$ cat config.mk
export PLATFORM = sky130hd
export DESIGN_NAME = bin2bcd_8
export DESIGN_NICKNAME = d
export VERILOG_FILES = /design/src/rtl/bin2bcd_8.sv
export SDC_FILE = /design/constraint.sdc
export NUM_CORES = 1
export LEC_CHECK = 0
export BUFFER_PORTS_ARGS = -buffer_cell sky130_fd_sc_hd__buf_2
export CORE_ASPECT_RATIO = 1.1
export CORE_MARGIN = 5
export CORE_UTILIZATION = 52
export DETAILED_ROUTE_END_ITERATION = 12
export PLACE_DENSITY = 0.75
export SYNTH_ARGS = -nofsm -noshare
export SYNTH_HDL_FRONTEND = slang
export SYNTH_SLANG_ARGS = --single-unit
export TNS_END_PERCENT = 1
$ cat constraint.sdc
create_clock -name clk -period 1.7 [get_ports clk]
set_input_delay 0.085 -clock clk [delete_from_list [all_inputs] [get_ports clk]]
set_output_delay 0.085 -clock clk [all_outputs]
set_load 0.01 [all_outputs]
$ cat src/rtl/bin2bcd_8.sv
// bin2bcd_8: sequential shift-add-3 ("double dabble") converter that turns the
// 8-bit multiplier product into three packed BCD digits (hundreds/tens/ones).
// Each input bit costs one ADJ cycle plus one SHIFT cycle, so a conversion
// takes 16 cycles from the start edge to the one-cycle done pulse.
// Optional feature: define BIN2BCD_LZB_EN to blank leading zeros (written as
// 4'hF) in the hundreds and tens digits when the result register is loaded.
module bin2bcd_8 (
  input  logic        clk,
  input  logic        rst,
  input  logic        init,
  input  logic [7:0]  bin,
  output logic [11:0] bcd,
  output logic        done
);

  typedef enum logic [1:0] {
    IDLE  = 2'd0,
    ADJ   = 2'd1,
    SHIFT = 2'd2,
    DONE  = 2'd3
  } state_t;

  state_t      state_q, state_d;
  // wr: [19:16] hundreds, [15:12] tens, [11:8] ones, [7:0] binary remainder
  logic [19:0] wr_q, wr_d;
  logic [3:0]  cnt_q, cnt_d;
  logic [11:0] bcd_q, bcd_d;
  logic        done_q, done_d;

  // Add-3 correction applied independently to each BCD nibble; the 4-bit add
  // deliberately drops any carry out of the nibble.
  logic [11:0] adj_digits;

  generate
    for (genvar gi = 0; gi < 3; gi++) begin : g_adj
      assign adj_digits[gi*4 +: 4] = (wr_q[8 + gi*4 +: 4] >= 4'd5)
                                   ? (wr_q[8 + gi*4 +: 4] + 4'd3)
                                   : wr_q[8 + gi*4 +: 4];
    end
  endgenerate

  // Working register after the left shift performed in SHIFT.
  logic [19:0] wr_shl;
  assign wr_shl = {wr_q[18:0], 1'b0};

  // Value written into the bcd register on the final shift.
  logic [11:0] load_val;
`ifdef BIN2BCD_LZB_EN
  logic [3:0] hund_digit;
  logic [3:0] tens_digit;
  assign hund_digit = wr_shl[19:16];
  assign tens_digit = wr_shl[15:12];
  assign load_val = {
    (hund_digit == 4'd0) ? 4'hF : hund_digit,
    ((hund_digit == 4'd0) && (tens_digit == 4'd0)) ? 4'hF : tens_digit,
    wr_shl[11:8]
  };
`else
  assign load_val = wr_shl[19:8];
`endif

  // Next-state and datapath update for the conversion FSM.
  always_comb begin
    state_d = state_q;
    wr_d    = wr_q;
    cnt_d   = cnt_q;
    bcd_d   = bcd_q;
    done_d  = 1'b0;
    case (state_q)
      IDLE: begin
        if (init) begin
          wr_d    = {12'h000, bin};
          cnt_d   = 4'd8;
          state_d = ADJ;
        end
      end
      ADJ: begin
        wr_d    = {adj_digits, wr_q[7:0]};
        state_d = SHIFT;
      end
      SHIFT: begin
        wr_d  = wr_shl;
        cnt_d = cnt_q - 4'd1;
        if (cnt_q == 4'd1) begin
          bcd_d   = load_val;
          done_d  = 1'b1;
          state_d = DONE;
        end else begin
          state_d = ADJ;
        end
      end
      DONE: begin
        // done_q is high during this state; always return to IDLE.
        state_d = IDLE;
      end
      default: begin
        state_d = IDLE;
      end
    endcase
  end

  // State and result registers; reset aborts any conversion in progress.
  always_ff @(posedge clk) begin
    if (rst) begin
      state_q <= IDLE;
      wr_q    <= 20'h00000;
      cnt_q   <= 4'd0;
      bcd_q   <= 12'h000;
      done_q  <= 1'b0;
    end else begin
      state_q <= state_d;
      wr_q    <= wr_d;
      cnt_q   <= cnt_d;
      bcd_q   <= bcd_d;
      done_q  <= done_d;
    end
  end

  assign bcd  = bcd_q;
  assign done = done_q;

endmodule

==> qor.yml, run 1 <==
setup_path:
  critPathCaptureType: "flip-flop"
  reg2reg_from: "state_q[1]"
  worst_ep_arrival_time_ns: 1.82
  crit_start: "state_q[1]"
  startpoint_type: "flip-flop"
  worstRegToRegCells: 6
  r2r_slack_ns: 0.08
  r2r_end: "wr_q[19]"
  critical_path_class: "reg2reg"
  cp_max_fo: 8
  cp.required_ns: 1.90
synthesis:
  ys_warn_count: 0
  synth_cell_type_count: 38
  synth_edf_count: 0
  ys_seq_area_share_pct: 37.43
  syn_nets: 276
  synthesis.area_um2: 2086
  ys.flop_type: "dfxtp_1"
  synth-async-reset-ratio_pct: 0
  syn_avg_cell_area_um2: 8.244
  netlist_instances: 253
  yosys_register_bits: 39
route:
  vias_per_cell: 5.619
  ant_nets: 0
  drc_errors: 0
  totalWireLength_mm: 4.627
  post_drt_wl_per_cell_um: 13.57
  drtIter0Drc: 161
  vias: 1916
  dr.pass1.iters: 4
pwr:
  cellPowerDensity_nw_per_um2: 1060
  p_leak_nw: 0.9676
  p_total_mw: 2.688
  irDropWorstVdd_mv: 0.5907
layout:
  drive_gt1_share_pct: 23.53
  seq_area_um2: 784.5
  syn_to_final_growth_pct: 21.54
  fin_util_pct: 64.44
  multi_input_area_um2: 1234
  antenna_cells: 0
  layoutNonFillerInstCount: 341
  fin_nets: 311
  fillers: 338
hold_path:
  hold-path-endpoint: "wr_q[5]"
  hold_class: "in2reg"
  hold_depth: 3
  hold_path_startpoint: "bin[5]"
die:
  pin_count: 24
  die-area_um2: 5379
  die_y_um: 76.43
  initial_core_util_pct: 53.02
  core_area_um2: 3934
  fp.dieW_um: 70.39
  fp-row-count: 24
place:
  dp_hpwl_mm: 3.183
  port_buffers: 23
  post-place-ws_ns: 0.02521
  gp_congestion: 0.8441
  dp_cells: 332
outcome:
  status: "finished, final reports clean"
clock_network:
  cts-root-buf: "clkbuf_8"
  clkSlewWorstSetupHoldPaths_ns: 0.08
  cts_tree: "yes"
  htreeDepth: 2
  clkLatencyLatePin_ns: 0.29
  numCtsBuffers: 5
  clkSinkCount: 39
  clock_path_buffers: 2
sta:
  grt_setup_unrepaired: "false"
  finalWorstSetupSlack_ns: 0.08318
  fin_tns_setup_ns: 0
  post-route-period-util_pct: 95.11
  skew_ns: 0.004585
  max_freq_ghz: 0.6185
  slew_viol_final: 0
  setup_viol: 0
  finalCriticalPeriod_ns: 1.617
  hold_violations: 0
  slew_headroom_pct: 75.15
  tightest_slew_ns: 0.3724
global_route:
  antenna_found_initial: 0
  grt_max_degree: 18
  grt_pass1_wl_mm: 7.527
  track_usage_pct: 17.01
  grt_pass1_vias: 1672
  grt_overflow_total: 0
run:
  maxCapViolations: 0
-- synthesized netlist by cell type, types with 2 or more instances --
| master | n | area (µm²) |
|---|---|---|
| dfxtp_1 | 39 | 780.8 |
| nand2_1 | 29 | 108.9 |
| a21oi_1 | 24 | 120.1 |
| o21ai_0 | 19 | 95.09 |
| nand2b_1 | 17 | 106.4 |
| nor2_1 | 17 | 63.81 |
| nand3_1 | 16 | 80.08 |
| inv_1 | 13 | 48.80 |
| ha_1 | 12 | 150.1 |
| a311oi_1 | 7 | 61.31 |
| clkbuf_1 | 7 | 26.28 |
| nand3b_1 | 5 | 37.54 |
| a32oi_1 | 4 | 35.03 |
| buf_2 | 4 | 20.02 |
| a2bb2oi_1 | 3 | 26.28 |
| buf_6 | 3 | 33.78 |
| nor3_1 | 3 | 15.01 |
| o21bai_1 | 3 | 22.52 |
| o31ai_1 | 3 | 22.52 |
| xor2_1 | 3 | 26.28 |
| a211o_1 | 2 | 17.52 |
| a21o_1 | 2 | 15.01 |
| nand4_1 | 2 | 12.51 |
| o41ai_2 | 2 | 32.53 |
-- how the worst max path moves through the flow --
| stage | endpoint | slack, ns | cells after the start |
|---|---|---|---|
| after floorplan | wr_q[18] | 0.06 | 8 |
| after global placement | wr_q[12] | 0.07 | 7 |
| after detailed placement | wr_q[1] | 0.03 | 7 |
| after CTS | wr_q[1] | 0.01 | 7 |
| after global routing | wr_q[19] | 0.01 | 6 |
| final | wr_q[19] | 0.08 | 6 |
-- metal layers --
layer  GRT usage (%)  up-vias  wire, µm
li1                -      961         -
met1           21.75      902      2168
met2           26.50       46      2171
met3           4.485        7       207
met4           7.663        0        80
met5               0        -         0
-- critical path: stages (launching register included) --
cell and delay (ns):
dfxtp_1 0.36, inv_2 0.09, ha_2 0.20, nor2b_4 0.14, or2_1 0.24, buf_4 0.17
o41ai_2 0.32
-- metrics by stage --
step | instance area, µm² | hold slack [ns]
2_1_floorplan | 2086 | 0.2498
3_3_place_gp | 2333 | 0.3642
6_report | 2535 | 0.05906
5_1_grt | 2535 | 0.06252
4_1_cts | 2466 | 0.05808
3_5_place_dp | 2333 | 0.3640
-- area by class of cell --
cell class | count | area share (%)
Sequential cell | 39 | 30.95
Clock buffer | 6 | 2.863
Inverter | 13 | 1.925
Timing Repair Buffer | 42 | 10.66
Clock inverter | 2 | 2.369
Tap cell | 52 | 2.567
Multi-Input combinational cell | 187 | 48.67
-- cell usage in the layout (no fill, tap or decap), types with 7 or more instances in the layout --
| master | netlist | final |
|---|---|---|
| nor2_1 | 17 | 16 |
| dfxtp_1 | 39 | 38 |
| buf_2 | 4 | 23 |
| inv_1 | 13 | 11 |
| ha_1 | 12 | 9 |
| nand3_1 | 16 | 16 |
| nand2b_1 | 17 | 17 |
| nand2_1 | 29 | 29 |
| buf_4 | 1 | 18 |
| o21ai_0 | 19 | 19 |
| a311oi_1 | 7 | 7 |
| a21oi_1 | 24 | 22 |
-- power breakdown --
part           leakage (nW)  internal [mW]  switching [mW]
Clock                0.0654          0.587           0.330
Combinational         0.585          0.317           0.424
Sequential            0.317          0.976          0.0532
-- sequential cells by signal (all words and copies together), names as in the netlist --
name     count
bcd         12
done         1
wr_q        20
cnt_q        4
state_q      2
-- repair_timing --
| action | CTS | global route |
|---|---|---|
| gates resized for setup | 0 | 14 |
| buffers inserted | 0 | 0 |
| setup endpoints to repair | 0 | 20 |
| hold buffers | 0 | 0 |
-- cells by family after synthesis --
kind of cell / after synthesis / synth area share (%)
AND/OR/NAND/NOR: 96 / 23.64
flip-flops: 39 / 37.43
multiplexers: 1 / 0.6597
XOR/XNOR: 3 / 1.260
AO/OA/AOI/OAI: 74 / 23.28
adder cells (fa/ha/maj): 12 / 7.198
buffers and inverters: 28 / 6.539
Note: power is estimated with default switching activity, not from simulation.
==> run 2: changes to the inputs <==
- BUFFER_PORTS_ARGS: -buffer_cell sky130_fd_sc_hd__buf_2 -> not set
- CORE_UTILIZATION: 52 -> 56
- DONT_BUFFER_PORTS: not set -> 1
- PLACE_DENSITY: 0.75 -> not set
- PLACE_DENSITY_LB_ADDON: not set -> 0.05
- RECOVER_POWER: not set -> 25
==> qor.yml, run 2 (synthesis results as in run 1) <==
sta:
  finalWorstSetupSlack_ns: 0.03221
  hold_violations: 0
  fin_tns_setup_ns: 0
  skew_ns: 0.004429
  slew_headroom_pct: 60.56
  post-route-period-util_pct: 98.11
  fin_hold_ws_ns: 0.02451
  max_freq_ghz: 0.5996
  slew_viol_final: 0
  finalCriticalPeriod_ns: 1.668
  tightest_slew_ns: 0.5895
  setup_viol: 0
  grt_setup_unrepaired: "true"
global_route:
  grt_max_degree: 39
  grt_pass1_vias: 1784
  track_usage_pct: 19.96
  grt_overflow_total: 0
  grt_pass1_wl_mm: 7.797
  antenna_found_initial: 0
clock_network:
  cts-root-buf: "clkbuf_8"
  clkSlewWorstSetupHoldPaths_ns: 0.08
  htreeDepth: 2
  cts_tree: "yes"
  clock_path_buffers: 2
  clkSinkCount: 39
  clkLatencyLatePin_ns: 0.29
  numCtsBuffers: 5
place:
  dp_hpwl_mm: 3.150
  dp_cells: 299
  gp_congestion: 0.8374
  port_buffers: 0
  dpl-instance-area_um2: 2143
  post-place-ws_ns: -0.09808
setup_path:
  path_cells: "inv_2, ha_2, buf_6, nand2_4, or3_4, a2bb2oi_1, o31ai_1"
  cp.required_ns: 1.90
  crit_start: "state_q[1]"
  startpoint_type: "flip-flop"
  worstRegToRegCells: 7
  critical_path_class: "reg2reg"
  critPathCaptureType: "flip-flop"
  crit_slowest_cell: "or3_4"
  reg2reg_from: "state_q[1]"
  worst_ep_arrival_time_ns: 1.86
  max_stage_delay_ns: 0.34
  cp_max_fo: 11
pwr:
  p_leak_nw: 0.8376
  irDropWorstVdd_mv: 0.6301
  cellPowerDensity_nw_per_um2: 976.9
  p_total_mw: 2.348
route:
  vias: 1832
  totalWireLength_mm: 4.703
  post_drt_wl_per_cell_um: 14.74
  vias_per_cell: 5.743
  drc_errors: 0
  ant_nets: 0
  drtIter0Drc: 134
  dr.pass1.iters: 4
layout:
  fillers: 345
  layoutNonFillerInstCount: 319
  syn_to_final_growth_pct: 15.24
  regMostFlops: "wr_q"
  drive_gt1_share_pct: 14.87
  fin_util_pct: 66.29
  fin_nets: 291
  final_common_cell: "dfxtp_1"
  final_cell_mix: "dfxtp_1 (38), nand2_1 (29), a21oi_1 (23)"
  finalInstanceArea_um2: 2404
  antenna_cells: 0
  largest_reg_flops: 20
die:
  die-area_um2: 5046
  fp-row-count: 23
  fp.dieW_um: 68.19
  initial_core_util_pct: 57.52
  die_y_um: 74.01
  pin_count: 24
  core_area_um2: 3626
run:
  maxCapViolations: 0
hold_path:
  hold_class: "in2reg"
  hold_depth: 2
  hold_path_startpoint: "rst"
outcome:
  status: "finished, final reports clean"
## run 2: cell count changes in the layout (fill, tap and decap cells not counted), sizes merged
cell	before	now
clkinv	0	1
clkinvlp	0	1
dlygate4sd3	0	8
bufinv	2	0
buf	42	14
## run 2: timing repair
item                       CTS  global route
setup endpoints to repair   19            18
buffers inserted             0             2
resized for setup            7            11
pin swaps                    1             1
hold buffers                 9             0
hold endpoints to repair    38             0
gates cloned                 0             1
## run 2: area by class of cell
class	instances	area (µm²)	share of cell area (%)
clock buffers	6	72.57	3.019
clock inverters	2	12.51	0.5206
inverters	13	48.80	2.030
multi-input cells	187	1216	50.60
flip-flops and latches	39	782.0	32.54
well taps	50	62.56	2.603
repair buffers	22	209.0	8.693
## run 2: where the power goes
part / switching (mW) / internal, mW / leakage [nW]
sequential: 0.0513 / 0.976 / 0.317
clock: 0.318 / 0.287 / 0.0412
combinational: 0.416 / 0.300 / 0.480
total: 0.785 / 1.56 / 0.838
## run 2: worst paths after layout
kind | endpoint | slack, ns
setup / recovery | wr_q[9] | 0.03
hold reg to reg | bcd[0] | 0.48
setup reg to reg | wr_q[9] | 0.03
hold / removal | wr_q[15] | 0.02
## run 2: critical path: cells and delay by family, from the launching register on
family	cells	cell delay (ns)
compound gates	2	0.40
flops	1	0.33
simple gates	2	0.40
buf+inv	2	0.26
fa+ha+maj	1	0.19
## run 2: per-layer routing
| metal | global-route usage, % | vias to the layer above | routed length (µm) |
|---|---|---|---|
| met5 | 0 | - | 0 |
| met4 | 5.960 | 0 | 65 |
| met3 | 4.985 | 6 | 209 |
| met2 | 36.83 | 41 | 2477 |
| met1 | 22.23 | 864 | 1950 |
| li1 | - | 921 | - |
==> run 3: changes to the inputs <==
- CORE_MARGIN: 5 -> 2
==> qor.yml, run 3 (synthesis results as in run 1) <==
outcome:
  status: "finished, final reports clean"
place:
  port_buffers: 0
  dp_hpwl_mm: 3.070
  gp_congestion: 0.8582
  dp_cells: 305
pwr:
  clockPowerShare_pct: 24.7
  combPwrFrac_pct: 33.4
  cellInternalPower_mw: 1.648
  irDropWorstVdd_mv: 0.5415
  switchingPower_uw: 800.8
  power.share.switching_pct: 32.69
  p_leak_nw: 0.8914
  p_total_mw: 2.449
  p_seq_share_pct: 41.9
  cellPowerDensity_nw_per_um2: 974.3
route:
  ant_nets: 0
  vias: 1850
  vias_per_cell: 5.675
  totalWireLength_mm: 4.867
  drc_errors: 0
  post_drt_wl_per_cell_um: 14.93
  dr.pass1.iters: 4
  drtIter0Drc: 112
global_route:
  grt_overflow_total: 0
  grt_pass1_wl_mm: 7.921
  grt_max_degree: 40
  grt_pass1_vias: 1730
  antenna_found_initial: 0
  track_usage_pct: 24.13
setup_path:
  cp.required_ns: 1.89
  max_stage_delay_ns: 0.36
  startpoint_type: "flip-flop"
  r2r_slack_ns: 0.06
  worst_ep_arrival_time_ns: 1.83
  critPathCaptureType: "flip-flop"
  path_cells: "inv_2, ha_2, nor3_1, or2_1, buf_12, o41ai_1"
  crit_slowest_cell: "dfxtp_4"
  cp_max_fo: 16
  critical_path_class: "reg2reg"
layout:
  final_cell_mix: "dfxtp_1 (37), nand2_1 (29), a21oi_1 (24)"
  antenna_cells: 0
  largest_reg_flops: 20
  drive_gt1_share_pct: 16.67
  syn_to_final_growth_pct: 20.52
  regMostFlops: "wr_q"
  fin_nets: 298
  layoutNonFillerInstCount: 326
  final_common_cell: "dfxtp_1"
  fillers: 303
sta:
  skew_ns: 0.003461
  slew_headroom_pct: 75.78
  slew_viol_final: 0
  fin_hold_ws_ns: 0.06557
  hold_violations: 0
  max_freq_ghz: 0.6088
  post-route-period-util_pct: 96.62
  grt_setup_unrepaired: "true"
  setup_viol: 0
  tightest_slew_ns: 0.3633
  finalCriticalPeriod_ns: 1.643
clock_network:
  cts_tree: "yes"
  clkSinkCount: 39
  clkLatencyLatePin_ns: 0.29
  htreeDepth: 2
  numCtsBuffers: 5
  clock_path_buffers: 2
  clkSlewWorstSetupHoldPaths_ns: 0.07
  cts-root-buf: "clkbuf_8"
die:
  initial_core_util_pct: 57.98
  die-area_um2: 4229
  core_area_um2: 3597
  pin_count: 24
  fp.dieW_um: 62.19
  fp-row-count: 23
  die_y_um: 68.01
hold_path:
  hold_class: "in2reg"
run:
  maxCapViolations: 0
## run 3: cell count changes in the layout (fill, tap and decap cells not counted)
cell / previous run / this run
ha_1: 10 / 8
nor2_1: 16 / 15
buf_12: 1 / 5
dfxtp_1: 38 / 37
buf_4: 10 / 14
dfxtp_4: 0 / 1
a21oi_1: 23 / 24
ha_4: 0 / 2
a21oi_2: 1 / 0
a311oi_1: 4 / 7
a311oi_2: 3 / 0
or2_4: 1 / 0
or2_1: 0 / 1
## run 3: final cells by class
class | instances | area, µm² | share of cell area (%)
Clock buffer | 6 | 72.57 | 2.887
Clock inverter | 2 | 12.51 | 0.4978
Inverter | 13 | 48.80 | 1.941
Multi-Input combinational cell | 186 | 1212 | 48.23
Sequential cell | 39 | 785.8 | 31.26
Tap cell | 50 | 62.56 | 2.489
Timing Repair Buffer | 30 | 319.1 | 12.69
## run 3: worst paths after layout
check,end,depth (start not counted),from
setup reg to reg,wr_q[11],6,state_q[0]
setup / recovery,wr_q[11],6,state_q[0]
hold / removal,state_q[1],2,rst
hold reg to reg,bcd[0],2,wr_q[7]
## run 3: repair_timing
action | CTS | global route
hold endpoints to repair | 39 | 0
resized for setup | 0 | 16
pin swaps | 1 | 4
buffers inserted | 3 | 1
setup endpoints to repair | 3 | 32
hold buffers | 9 | 0
## run 3: per-stage QoR
step                utilization (%)  cell area [µm²]  worst slack (ns)  setup TNS, ns
finish                        69.88             2514           0.05739              0
global route                  69.88             2514          -0.02087       -0.04980
CTS                           67.65             2434           0.01887              0
detailed placement            61.88             2226          0.004376              0
global placement              61.88             2226           0.02404              0
floorplan                         -             2086           0.06183              0
## run 3: layer usage
layer	up-vias	global-route usage (%)	wire (µm)
met4	0	8.611	54
met5	-	0	0
li1	946	-	-
met1	857	27.77	2117
met3	4	4.770	206
met2	43	45.52	2489
## run 3: worst max-delay path: cells and delay by family (launching register included)
kind / cells / cell delay, ns
buffers and inverters: 2 / 0.27
flip-flops: 1 / 0.36
adder cells (fa/ha/maj): 1 / 0.26
AND/OR/NAND/NOR: 2 / 0.34
AO/OA/AOI/OAI: 1 / 0.32
## run 3: power by group through the flow
stage	clock [mW]	sequential [mW]	combinational [mW]
finish	0.605	1.03	0.818
global route	0.650	1.04	0.899
CTS	0.625	1.02	0.734
detailed placement	0	1.04	0.675
global placement	0	1.04	0.672
floorplan	0	1.03	0.500
